===== src/rtl/servo_pkg.sv =====
// ============================================================================
// servo_pkg : shared level range, timing defaults and pulse-width helpers
// Revision  : 1.0
// ============================================================================
`default_nettype none

package servo_pkg;

   localparam int LEVEL_W     = 10;
   localparam int LEVEL_MAX   = 1000;
   localparam int LEVEL_RESET = 500;

   localparam int DEF_NUM_CH         = 4;
   localparam int DEF_FRAME_TICKS    = 1_000_000;
   localparam int DEF_MIN_PULSE_TICK = 50_000;
   localparam int DEF_MAX_PULSE_TICK = 100_000;
   localparam int DEF_SLEW_STEP      = 10;

   typedef logic [LEVEL_W-1:0] level_t;

   // High time for a level: linear between min and max, truncating divide.
   function automatic logic [31:0] pulse_ticks(input logic [31:0] min_t,
                                               input logic [31:0] max_t,
                                               input level_t      lvl);
      logic [31:0] span;
      span = (max_t - min_t) * {{(32-LEVEL_W){1'b0}}, lvl};
      return min_t + (span / 32'd1000);
   endfunction

   function automatic level_t clamp_level(input level_t lvl);
      return (lvl > level_t'(LEVEL_MAX)) ? level_t'(LEVEL_MAX) : lvl;
   endfunction

endpackage

`default_nettype wire


===== src/rtl/servo_slew_ch.sv =====
// ============================================================================
// servo_slew_ch : one channel's target/current level, slew limiting and
//                 per-frame latch of pulse width and enable
// Revision      : 1.0
// ============================================================================
`default_nettype none

module servo_slew_ch
   import servo_pkg::*;
#(
   parameter int MIN_PULSE_TICK = DEF_MIN_PULSE_TICK,
   parameter int MAX_PULSE_TICK = DEF_MAX_PULSE_TICK,
   parameter int SLEW_STEP      = DEF_SLEW_STEP
) (
   input  logic        clk,
   input  logic        rst_n,
   input  logic        i_upd,
   input  logic        i_wr,
   input  level_t      i_level,
   input  logic        i_enable,
   output logic [31:0] o_high_count,
   output logic        o_en,
   output logic        o_busy
);

   localparam bit     c_no_limit = (SLEW_STEP == 0) || (SLEW_STEP >= LEVEL_MAX);
   localparam level_t c_step     = level_t'((SLEW_STEP > LEVEL_MAX) ? LEVEL_MAX : SLEW_STEP);

   level_t      r_tgt;
   level_t      r_cur;
   level_t      w_cur_next;
   logic [31:0] r_high_count;
   logic        r_en;
   logic        r_busy;

   always_comb begin
      w_cur_next = r_tgt;
      if (!c_no_limit) begin
         if ((r_tgt > r_cur) && ((r_tgt - r_cur) > c_step)) begin
            w_cur_next = r_cur + c_step;
         end else if ((r_cur > r_tgt) && ((r_cur - r_tgt) > c_step)) begin
            w_cur_next = r_cur - c_step;
         end
      end
   end

   // Width and enable only change at the frame boundary so a frame's pulse is never cut.
   always_ff @(posedge clk or negedge rst_n) begin
      if (!rst_n) begin
         r_tgt        <= level_t'(LEVEL_RESET);
         r_cur        <= level_t'(LEVEL_RESET);
         r_high_count <= pulse_ticks(32'(MIN_PULSE_TICK), 32'(MAX_PULSE_TICK),
                                     level_t'(LEVEL_RESET));
         r_en         <= 1'b0;
         r_busy       <= 1'b0;
      end else begin
         if (i_wr) begin
            r_tgt <= i_level;
         end
         if (i_upd) begin
            r_cur        <= w_cur_next;
            r_high_count <= pulse_ticks(32'(MIN_PULSE_TICK), 32'(MAX_PULSE_TICK), w_cur_next);
            r_en         <= i_enable;
         end
         r_busy <= (r_cur != r_tgt);
      end
   end

   assign o_high_count = r_high_count;
   assign o_en         = r_en;
   assign o_busy       = r_busy;

endmodule

`default_nettype wire


===== src/rtl/servo_bank.sv =====
// ============================================================================
// servo_bank : multi-channel servo PWM generator with shared frame counter,
//              command handshake and per-channel slew-limited levels
// Revision   : 1.0
// ============================================================================
`default_nettype none

module servo_bank
   import servo_pkg::*;
#(
   parameter int NUM_CH         = DEF_NUM_CH,
   parameter int FRAME_TICKS    = DEF_FRAME_TICKS,
   parameter int MIN_PULSE_TICK = DEF_MIN_PULSE_TICK,
   parameter int MAX_PULSE_TICK = DEF_MAX_PULSE_TICK,
   parameter int SLEW_STEP      = DEF_SLEW_STEP
) (
   input  logic                                      clk,
   input  logic                                      rst_n,
   input  logic                                      cmd_valid,
   output logic                                      cmd_ready,
   input  logic [((NUM_CH > 1) ? $clog2(NUM_CH) : 1)-1:0] cmd_ch,
   input  logic [LEVEL_W-1:0]                        cmd_level,
   input  logic [NUM_CH-1:0]                         enable,
   output logic [NUM_CH-1:0]                         pwm_out,
   output logic                                      frame_start,
   output logic [NUM_CH-1:0]                         busy
);

   localparam int c_cnt_w = (FRAME_TICKS > 1) ? $clog2(FRAME_TICKS) : 1;
   localparam int c_ch_w  = (NUM_CH > 1) ? $clog2(NUM_CH) : 1;
   localparam logic [c_cnt_w-1:0] c_last = c_cnt_w'(FRAME_TICKS - 1);

   logic [c_cnt_w-1:0] r_cnt;
   logic               w_upd;
   logic               w_accept;
   level_t             w_level;
   logic               r_fs;
   logic [NUM_CH-1:0]  r_pwm;
   logic [NUM_CH-1:0]  w_en;
   logic [31:0]        w_hc [NUM_CH];

   // The last count of the frame is reserved for the channel update, so commands stall there.
   assign w_upd     = (r_cnt == c_last);
   assign cmd_ready = ~w_upd;
   assign w_accept  = cmd_valid & ~w_upd & (32'(cmd_ch) < 32'(NUM_CH));
   assign w_level   = clamp_level(cmd_level);

   always_ff @(posedge clk or negedge rst_n) begin
      if (!rst_n) begin
         r_cnt <= '0;
      end else if (w_upd) begin
         r_cnt <= '0;
      end else begin
         r_cnt <= r_cnt + c_cnt_w'(1);
      end
   end

   generate
      for (genvar gi = 0; gi < NUM_CH; gi++) begin : g_ch
         servo_slew_ch #(
            .MIN_PULSE_TICK (MIN_PULSE_TICK),
            .MAX_PULSE_TICK (MAX_PULSE_TICK),
            .SLEW_STEP      (SLEW_STEP)
         ) u_ch (
            .clk          (clk),
            .rst_n        (rst_n),
            .i_upd        (w_upd),
            .i_wr         (w_accept && (cmd_ch == c_ch_w'(gi))),
            .i_level      (w_level),
            .i_enable     (enable[gi]),
            .o_high_count (w_hc[gi]),
            .o_en         (w_en[gi]),
            .o_busy       (busy[gi])
         );
      end
   endgenerate

   // Registered outputs: frame_start lines up with the first high cycle of every pulse.
   always_ff @(posedge clk or negedge rst_n) begin
      if (!rst_n) begin
         r_fs  <= 1'b0;
         r_pwm <= '0;
      end else begin
         r_fs <= (r_cnt == '0);
         for (int i = 0; i < NUM_CH; i++) begin
            r_pwm[i] <= w_en[i] && (32'(r_cnt) < w_hc[i]);
         end
      end
   end

   assign frame_start = r_fs;
   assign pwm_out     = r_pwm;

endmodule

`default_nettype wire


===== config.mk =====
export PLATFORM = sky130hd
export DESIGN_NAME = servo_bank
export DESIGN_NICKNAME = d
export VERILOG_FILES = /design/src/rtl/servo_pkg.sv /design/src/rtl/servo_slew_ch.sv /design/src/rtl/servo_bank.sv
export SDC_FILE = /design/constraint.sdc
export NUM_CORES = 2
export LEC_CHECK = 0
export CAP_MARGIN = 20
export CORE_MARGIN = 4
export CORE_UTILIZATION = 56
export DETAILED_ROUTE_END_ITERATION = 10
export GPL_TIMING_DRIVEN = 0
export PLACE_DENSITY = 0.75
export REMOVE_ABC_BUFFERS = 1
export SLEW_MARGIN = 20
export SYNTH_ARGS = -nofsm -noshare
export SYNTH_HDL_FRONTEND = slang
export SYNTH_SLANG_ARGS = --single-unit

===== constraint.sdc =====
create_clock -name clk -period 22.7 [get_ports clk]
set_input_delay 4.54 -clock clk [delete_from_list [all_inputs] [get_ports clk]]
set_output_delay 4.54 -clock clk [all_outputs]
set_load 0.02 [all_outputs]

==> run_results.csv <==
group,metric,value,unit
status,status,"finished, final reports clean",
clocking,cts_tree,"built",
setup_path,slowest_delay,620,ps
route,vias,42300,
cells_and_area,layout_common_cells,"487 x nand2_1, 462 x ha_1, 402 x inv_1",
setup_path,critPathSlowestCell,"xor2_1",
timing,tightest_slew,1100,ps
route,routedWlPerCell,17.8,µm
clocking,clock_sinks,185,
floorplan,initial_utilization,56.9,%
global_route,grt_pass1_vias,38200,
global_route,grt_pass1_wl,188,mm
floorplan,die_area,80500,µm²
setup_path,cp_common_cell,"ha_1",
floorplan,core,74800,µm²
timing,finalCriticalPeriod,21520,ps
logic_synthesis,synth-seq-area-share,11.1,%
timing,clock.fmax,0.0465,GHz
global_route,grt_use_total,26.7,%
setup_path,cp_max_fo,15,
clocking,cts_max_path_buffers,2,
worst_hold_path,hold_depth,2,
timing,period_share,94.8,%
setup_path,rr_worst_depth,70,
cells_and_area,num-nets-final,6014,
logic_synthesis,synth_edf_count,0,
floorplan,rows,100,
route,wl_met3,6.29,mm
route,drtIter0Drc,3468,
global_route,grt_overflow,0,
floorplan,chipWidth,284,µm
placement,io_buffers,28,
clocking,clk_pin_slew,90,ps
setup_path,endpoint_kind,"flip-flop",
clocking,htree_num_levels,4,
logic_synthesis,yosys_warnings,0,
timing,slew_violations,0,
timing,finalSetupViolCount,0,
logic_synthesis,syn_area,42600,µm²
cells_and_area,layout.cells.most_common,"nand2_1",
logic_synthesis,syn_avg_cell_area,7.62,µm²
logic_synthesis,synthCells,5587,
timing,finClkSkew,13.7,ps
logic_synthesis,synth_seq_cells,185,
setup_path,startpoint_type,"flip-flop",
cells_and_area,area_growth,4.57,%
worst_hold_path,hold_class,"reg2reg",
route,maxUsedRoutingLayer,"met4",
setup_path,cp_data_required_time,23050,ps
route,routed_via_density,6.57,
floorplan,chipHeight,284,µm
clocking,clk_latency,470,ps
placement,gp_congestion,0.939,
clocking,cts_made_buffers,17,
floorplan,io_pins,29,
cells_and_area,final_util,59.5,%
placement,dp_hpwl,88.8,mm
route,route.detailed.drc,0,
logic_synthesis,yosysUniqueCellTypes,149,
clocking,postCtsHoldBufs,0,
route,routed_wl,114,mm
timing,slew_headroom,26.1,%
cells_and_area,drive_gt1_share,9.86,%
route,drtAntennaViolNets,0,
setup_path,crit_type,"reg2reg",
logic_synthesis,synth-main-ff-cell,"dfrtp_1",
flow_run,maxCapViolCount,0,
route,drt-met1-wl,52.9,mm
global_route,grt_start_max_net_pins,98,
logic_synthesis,async_reset_ff_share,100,%
setup_path,crit_arrival,21870,ps
timing,hold_viol,0,
route,dr_wl_met2,52.8,mm
route,drtPass1Iterations,6,
global_route,antenna_found_initial,0,
clocking,cts-root-buf,"clkbuf_16",
-- metal layers --
metal / vias to the layer above / track usage, %
li1: 20700 / -
met1: 20100 / 37.5
met2: 1345 / 44.8
met5: - / 0
met4: 0 / 6.18
met3: 163 / 1.86
-- registers in the layout (all words and copies together), names as in the netlist --
signal and cells:
pwm_out 4, frame_start 1, g_ch.u_ch.r_tgt 40, g_ch.u_ch.o_high_count 72, g_ch.u_ch.o_en 4, g_ch.u_ch.r_cur 40, g_ch.u_ch.o_busy 4, r_cnt 20
-- cells by family (layout without fill, tap and decap cells) --
logic type,Yosys count,in the layout,synth area share [%]
buffers and inverters,630,509,5.92
other,0,1,0
XOR/XNOR,355,355,7.50
flip-flops,185,185,11.1
AO/OA/AOI/OAI,1952,1952,33.7
multiplexers,129,129,3.24
AND/OR/NAND/NOR,1779,1779,20.8
adder cells (fa/ha/maj),557,557,17.7
-- worst paths after layout --
kind	end	start	slack (ps)
min in group asynchronous	g_ch[0].u_ch.o_high_count[14]	rst_n	3950
setup / recovery	g_ch[2].u_ch.o_high_count[0]	g_ch[2].u_ch.r_cur[1]	1180
hold reg to reg	g_ch[2].u_ch.o_en	g_ch[2].u_ch.o_en	480
hold / removal	g_ch[2].u_ch.o_en	g_ch[2].u_ch.o_en	480
max in group asynchronous	g_ch[2].u_ch.o_high_count[7]	rst_n	17970
setup reg to reg	g_ch[2].u_ch.o_high_count[0]	g_ch[2].u_ch.r_cur[1]	1180
-- worst max-delay path, delay by kind of cell, from the launching register on --
kind | cells | cell delay, ps
DFF | 1 | 470
buffers and inverters | 4 | 680
adders and majority gates | 9 | 3190
AOI/OAI and AO/OA | 29 | 8770
muxes | 6 | 2170
xor gates and xnor gates | 6 | 1600
and+or+nand+nor | 16 | 4460
-- per-stage QoR --
stage          setup slack, ps  TNS, ps  hold slack, ps  instances  instance area (µm²)
3_5_place_dp               241        0             462       6383                43300
4_1_cts                    175        0             481       6415                43900
2_1_floorplan             2690        0             438       5366                41600
6_report                  1180        0             477       6436                44500
5_1_grt                  -44.1    -48.2             493       6435                44500
3_3_place_gp             -8240  -404920             454       6363                43100
-- final cells by class --
class	instances	area [µm²]
clock inverters	13	173
diodes	1	2.50
repair buffers	68	614
well taps	969	1210
inverters	409	1540
multi-input cells	4772	35800
fillers	6846	30300
clock buffers	19	453
flip-flops and latches	185	4730
-- what timing repair did --
| action | 4_1_cts | 5_1_grt |
|---|---|---|
| endpoints found under the setup margin | 0 | 10 |
| resized for setup | 0 | 64 |
| hold endpoints to repair | 0 | 0 |
| setup buffers | 0 | 18 |
-- cell usage after synthesis (all sizes together) (97+ instances only) --
cell	number	area share, %
dfrtp	105	6.2
nand3	179	2.2
inv	406	3.6
xnor2	250	5.3
nand2	487	4.3
a31oi	97	1.7
ha	462	14
xor2	105	2.2
a21oi	349	4.3
o21ai	441	5.3
nor2	405	3.6
a21o	112	2.0
nor3	173	2.2
clkbuf	140	1.2
Power is left out: the tool's default activity adds up to more than one toggle a clock period on the data nets, which glitch-free logic cannot reach.
